<file path="src/rtl/gen12_framing_parser_pkg.sv">
// Shared symbol constants, parser state encoding and DLLP length for the
// Gen1/2 framing parser.
package gen12_framing_parser_pkg;

  localparam logic [7:0] STP = 8'hFB;
  localparam logic [7:0] SDP = 8'h5C;
  localparam logic [7:0] END = 8'hFD;
  localparam logic [7:0] EDB = 8'hFE;

  localparam logic [2:0] DLLP_LEN = 3'd6;

  typedef enum logic [1:0] {
    ST_IDLE    = 2'd0,
    ST_IN_TLP  = 2'd1,
    ST_IN_DLLP = 2'd2
  } pkt_state_e;

endpackage

</file>
<file path="src/rtl/gen12_lane_classifier.sv">
// Per-lane framing classifier: takes the state and DLLP count left by the
// previous lane and produces this lane's flags plus the state for the next.
//
// state      | meaning
// ST_IDLE    | between packets, only STP/SDP are acted on
// ST_IN_TLP  | inside a TLP, waiting for END or EDB
// ST_IN_DLLP | inside a DLLP, counting D-symbols up to DLLP_LEN
module gen12_lane_classifier
  import gen12_framing_parser_pkg::*;
(
  input  pkt_state_e  i_state,
  input  logic [2:0]  i_cnt,
  input  logic [7:0]  i_data,
  input  logic        i_dk,
  input  logic        i_valid,
  output pkt_state_e  o_state,
  output logic [2:0]  o_cnt,
  output logic        o_tlp_start,
  output logic        o_tlp_end,
  output logic        o_tlp_edb,
  output logic        o_dllp_start,
  output logic        o_dllp_end,
  output logic        o_frm_err
);

  logic w_is_stp;
  logic w_is_sdp;

  assign w_is_stp = i_dk && (i_data == STP);
  assign w_is_sdp = i_dk && (i_data == SDP);

  // Next-state and flag decode for one symbol
  always_comb begin
    o_state      = i_state;
    o_cnt        = i_cnt;
    o_tlp_start  = 1'b0;
    o_tlp_end    = 1'b0;
    o_tlp_edb    = 1'b0;
    o_dllp_start = 1'b0;
    o_dllp_end   = 1'b0;
    o_frm_err    = 1'b0;
    if (i_valid) begin
      // A start symbol opens a packet from any state; outside IDLE it also
      // aborts the open packet with an error on the same lane.
      if (w_is_stp) begin
        o_frm_err   = (i_state != ST_IDLE);
        o_tlp_start = 1'b1;
        o_state     = ST_IN_TLP;
      end else if (w_is_sdp) begin
        o_frm_err    = (i_state != ST_IDLE);
        o_dllp_start = 1'b1;
        o_cnt        = 3'd0;
        o_state      = ST_IN_DLLP;
      end else begin
        unique case (i_state)
          ST_IN_TLP: begin
            if (i_dk) begin
              o_state = ST_IDLE;
              if (i_data == END)      o_tlp_end = 1'b1;
              else if (i_data == EDB) o_tlp_edb = 1'b1;
              else                    o_frm_err = 1'b1;
            end
          end
          ST_IN_DLLP: begin
            if (i_dk) begin
              o_state = ST_IDLE;
              if ((i_data == END) && (i_cnt == DLLP_LEN)) o_dllp_end = 1'b1;
              else                                        o_frm_err  = 1'b1;
            end else if (i_cnt == DLLP_LEN) begin
              o_frm_err = 1'b1;
              o_state   = ST_IDLE;
            end else begin
              o_cnt = i_cnt + 3'd1;
            end
          end
          default: o_state = ST_IDLE;
        endcase
      end
    end
  end

endmodule

</file>
<file path="src/rtl/gen12_framing_parser.sv">
// Gen1/2 framing parser: chains one classifier per byte lane and registers
// the flags, delayed data and the end-of-cycle parser state.
module gen12_framing_parser
  import gen12_framing_parser_pkg::*;
#(
  parameter int LANES = 64
) (
  input  logic               clk,
  input  logic               rst_n,
  input  logic [8*LANES-1:0] data_in,
  input  logic [LANES-1:0]   dk_in,
  input  logic [LANES-1:0]   valid_in,
  output logic [8*LANES-1:0] data_out,
  output logic [LANES-1:0]   valid_out,
  output logic [LANES-1:0]   tlp_start,
  output logic [LANES-1:0]   tlp_end,
  output logic [LANES-1:0]   tlp_edb,
  output logic [LANES-1:0]   dllp_start,
  output logic [LANES-1:0]   dllp_end,
  output logic [LANES-1:0]   frm_err,
  output logic [1:0]         pkt_state
);

  pkt_state_e       r_state;
  logic [2:0]       r_cnt;
  logic [LANES-1:0] w_tlp_start, w_tlp_end, w_tlp_edb;
  logic [LANES-1:0] w_dllp_start, w_dllp_end, w_frm_err;

  for (genvar gi = 0; gi < LANES; gi++) begin : gen_lane
    pkt_state_e w_st_in, w_st_out;
    logic [2:0] w_cnt_in, w_cnt_out;
    if (gi == 0) begin : gen_head
      assign w_st_in  = r_state;
      assign w_cnt_in = r_cnt;
    end else begin : gen_link
      assign w_st_in  = gen_lane[gi-1].w_st_out;
      assign w_cnt_in = gen_lane[gi-1].w_cnt_out;
    end
    gen12_lane_classifier u_lane (
      .i_state      (w_st_in),
      .i_cnt        (w_cnt_in),
      .i_data       (data_in[8*gi +: 8]),
      .i_dk         (dk_in[gi]),
      .i_valid      (valid_in[gi]),
      .o_state      (w_st_out),
      .o_cnt        (w_cnt_out),
      .o_tlp_start  (w_tlp_start[gi]),
      .o_tlp_end    (w_tlp_end[gi]),
      .o_tlp_edb    (w_tlp_edb[gi]),
      .o_dllp_start (w_dllp_start[gi]),
      .o_dllp_end   (w_dllp_end[gi]),
      .o_frm_err    (w_frm_err[gi])
    );
  end

  // Register flags, delayed data and the state carried into the next cycle
  always_ff @(posedge clk or negedge rst_n) begin
    if (!rst_n) begin
      r_state    <= ST_IDLE;
      r_cnt      <= 3'd0;
      data_out   <= '0;
      valid_out  <= '0;
      tlp_start  <= '0;
      tlp_end    <= '0;
      tlp_edb    <= '0;
      dllp_start <= '0;
      dllp_end   <= '0;
      frm_err    <= '0;
    end else begin
      r_state    <= gen_lane[LANES-1].w_st_out;
      r_cnt      <= gen_lane[LANES-1].w_cnt_out;
      data_out   <= data_in;
      valid_out  <= valid_in;
      tlp_start  <= w_tlp_start;
      tlp_end    <= w_tlp_end;
      tlp_edb    <= w_tlp_edb;
      dllp_start <= w_dllp_start;
      dllp_end   <= w_dllp_end;
      frm_err    <= w_frm_err;
    end
  end

  assign pkt_state = r_state;

endmodule

</file>
<file path="config.mk">
export PLATFORM = sky130hd
export DESIGN_NAME = gen12_framing_parser
export DESIGN_NICKNAME = d
export VERILOG_FILES = /design/src/rtl/gen12_framing_parser_pkg.sv /design/src/rtl/gen12_lane_classifier.sv /design/src/rtl/gen12_framing_parser.sv
export SDC_FILE = /design/constraint.sdc
export NUM_CORES = 2
export LEC_CHECK = 0
export ABC_AREA = 1
export CAP_MARGIN = 20
export CORE_AREA = 2 2 630 632
export DETAILED_ROUTE_END_ITERATION = 8
export DIE_AREA = 0 0 632 634
export GPL_TIMING_DRIVEN = 1
export PLACE_DENSITY = 0.32
export RECOVER_POWER = 100
export SETUP_SLACK_MARGIN = 0.2
export SYNTH_ARGS = -nofsm -noshare
export SYNTH_HDL_FRONTEND = slang
export SYNTH_SLANG_ARGS = --single-unit
</file>
<file path="constraint.sdc">
create_clock -name clk -period 69.1 [get_ports clk]
set_input_delay 17.275 -clock clk [delete_from_list [all_inputs] [get_ports clk]]
set_output_delay 17.275 -clock clk [all_outputs]
set_load 0.03 [all_outputs]
</file>
==> run_results.csv <==
group,metric,value,unit
finish,final_nets,10191,
yosys,ys_seq_area_frac,0.470,
finish,final_common_cell,"buf_4",
finish,nFillCells,42731,
yosys,ys.flop_type,"dfrtp_1",
sta,hold_viol,0,
worst_setup_path,cp_max_fo,4,
outcome,status,"finished, violations left",
finish,final_layout_size_suffix_gt1_frac,0.320,
worst_setup_path,critPathCaptureType,"register",
yosys,synth_edf_count,0,
route,drt-initial-drc-count,2688,
yosys,netlist_instances,6050,
yosys,yosysWarnings,0,
route,vias,54868,
clocking,clk_pin_slew,0.06,ns
outcome,violations,"capacitance limit, slew limit, setup timing",
worst_setup_path,max_stage_delay,0.35,ns
yosys,synth_fp_nets,7012,
placed_design,routabilityCongestion,0.869,
yosys,synth_area_per_cell,8.48,um^2
route,ant_nets,0,
finish,stdcell_count,14594,
sta,worstMarginPinSlew,3.96,ns
worst_setup_path,worstPathRequired,69.81,ns
clocking,clk_latency,0.85,ns
power_and_ir_drop,p_leak,43.9,nW
sta,fin_crit_sh,1.06,
worst_setup_path,crit_path_frequent_cell,"inv_2",
power_and_ir_drop,max-vdd-ir-drop,0.0174,mV
global_routing,grt_use_total,0.150,
sta,period_needed,72.94,ns
route,via_per_inst,3.76,
finish,synthToLayoutAreaGrowth,85.1,%
worst_setup_path,rr_startpoint,"pkt_state[0]",
die,start_util,0.130,
placed_design,dpl.cell_count,14065,
worst_setup_path,startpoint_type,"primary input",
clocking,htreeDepth,4,
route,drc_errors,0,
clocking,cts_tree,"yes",
global_routing,grt.overflow.total,0,
placed_design,dpl.hpwl,269,mm
sta,postLayoutSetupSlackWorst,-3.84,ns
min_path,hold_start,"gen_lane[0].w_cnt_in[2]",
sta,rsz0062_at_grt,"yes",
min_path,whs_endpoint,"dllp_end[0]",
yosys,ys_ff_latch,965,
sta,slew_headroom,-1.64,
clocking,clock-sinks,965,
route,dr.pass1.iters,5,
min_path,whs_path_depth,4,
yosys,async_flop_share,1.00,
worst_setup_path,ff2ff_setup_slack,11.65,ns
clocking,cts_hold_buf,0,
placed_design,portBuffers,1603,
sta,clock_skew,0.0285,ns
die,core_area,394000,um^2
die,ioPinCount,1604,
global_routing,grt_pass1_wl,431,mm
global_routing,grt_max_degree,100,
sta,timing.fmax,0.0137,GHz
yosys,synth_area,51300,um^2
min_path,min_path_type,"register to register",
run,drv_cap,1,
route,totalWireLength,316,mm
global_routing,grt_pass1_vias,56353,
power_and_ir_drop,p_per_area,19.0,nW/um^2
worst_setup_path,critPathKind,"primary input to register",
worst_setup_path,reg2reg_depth,426,
route,wl_per_cell,21.6,um
finish,regArea,24100,um^2
worst_setup_path,arrival,73.65,ns
clocking,cts_inserted_buffers,145,
finish,multi_input_area,27300,um^2
die,rows,231,
die,fp.dieW,632,um
yosys,synth.distinct_cells,68,
die,die_area,401000,um^2
clocking,cts_root_buf,"clkbuf_16",
sta,slew_viol_final,67,
global_routing,antenna_found_initial,91,
power_and_ir_drop,power,0.00180,W
clocking,ctsLongestPathBuffers,4,
worst_setup_path,crit_path_top_delay_cell,"ha_1",
sta,setup-violations-final,26,
finish,layout_common_cells,"1386 x buf_4, 1148 x clkdlybuf4s50_1, 965 x dfrtp_1",
worst_setup_path,timing.rr.end,"pkt_state[0]",
die,die_h,634,um
-- sequential cells by signal, indices dropped and copies added, names as in the netlist --
name	flops
dllp_start	64
dllp_end	64
valid_out	64
tlp_end	64
tlp_start	64
pkt_state	2
gen_lane.w_cnt_in	3
tlp_edb	64
data_out	512
frm_err	64
-- report_power, final --
part	switching, W	total (W)	internal (W)
sequential	0.00000669	0.000590	0.000583
combinational	0.000233	0.000425	0.000192
clock	0.000313	0.000789	0.000475
total	0.000553	0.00180	0.00125
-- per-layer routing --
metal / GRT usage / wire length (um) / up-vias
met5: 0 / 76 / -
met4: 0.0444 / 11200 / 12
met3: 0.0269 / 14700 / 402
met2: 0.278 / 164000 / 1398
met1: 0.174 / 126000 / 26835
li1: - / - / 26221
-- final cells by class --
type / count / area share
multi-input combinational: 3830 / 0.288
timing repair buffer: 3053 / 0.287
sequential: 965 / 0.254
tap: 5242 / 0.0690
inverter: 1234 / 0.0503
clock buffer: 199 / 0.0429
clock inverter: 60 / 0.00899
antenna: 11 / 0.000290
-- Yosys cell counts, types with 11 or more instances --
cell type	instances	share of area
a211oi_1	21	0.0031
a21oi_1	172	0.017
a21oi_2	61	0.010
a221oi_1	15	0.0026
a22oi_1	18	0.0026
a31oi_1	22	0.0027
bufbuf_16	13	0.0082
dfrtp_1	965	0.47
ha_1	320	0.078
inv_1	1148	0.084
inv_2	79	0.0058
nand2_1	1060	0.078
nand2_2	84	0.010
nand2_4	55	0.012
nand3_1	221	0.022
nand3_2	30	0.0059
nand3b_1	63	0.0092
nand4_1	255	0.031
nor2_1	574	0.042
nor3_1	223	0.022
nor3b_1	15	0.0022
nor4_1	168	0.020
o211ai_1	15	0.0022
o21ai_0	143	0.014
o21ai_1	63	0.0061
o21ai_2	17	0.0029
o21bai_1	11	0.0016
o22ai_1	15	0.0018
o31a_1	11	0.0019
o31ai_1	60	0.0088
or2_2	11	0.0013
-- kinds of logic (layout without fill, tap and decap cells) --
| family | count (synthesis) | count (layout) | share of synthesized area |
|---|---|---|---|
| and+or+nand+nor | 2811 | 2811 | 0.264 |
| buffers and inverters | 1255 | 4546 | 0.100 |
| DFF | 965 | 965 | 0.470 |
| AOI/OAI and AO/OA | 699 | 699 | 0.0873 |
| adders and majority gates | 320 | 320 | 0.0780 |
| other | 0 | 11 | 0 |
-- through the flow --
stage               utilization  hold slack (ns)  instance area (um^2)  TNS [ns]  worst slack [ns]
detailed placement        0.213            0.857                 84100   -259.24             -8.99
global placement          0.213            0.861                 84100   -227.21             -8.30
finish                    0.241            0.842                 95000    -64.50             -3.84
floorplan                     -            0.651                 52800     -6.12            -0.856
global route              0.241            0.882                 95000   -199.82             -7.87
CTS                       0.230            0.835                 90700   -124.06             -5.80
-- repair_timing --
action,CTS,global route
cloned,0,0
gates resized for setup,224,790
setup endpoints to repair,48,58
pin swaps,144,498
setup buffers,105,153
-- worst max path at each step --
stage	from	slack, ns	to	cells past startpoint
2_1_floorplan	data_in[5]	-0.86	gen_lane[0].w_cnt_in[0]	445
3_3_place_gp	data_in[6]	-8.30	gen_lane[0].w_cnt_in[2]	440
3_5_place_dp	data_in[4]	-8.99	pkt_state[0]	426
4_1_cts	data_in[4]	-5.80	pkt_state[0]	445
5_1_grt	dk_in[0]	-7.87	pkt_state[0]	449
6_report	dk_in[0]	-3.84	pkt_state[0]	426
-- critical path, delay by kind of cell --
kind / cells / cell delay (ns)
fa+ha+maj: 62 / 11.75
compound gates: 131 / 23.18
simple gates: 111 / 11.07
buf+inv: 122 / 10.30
Power figures use the tool's default switching activity.
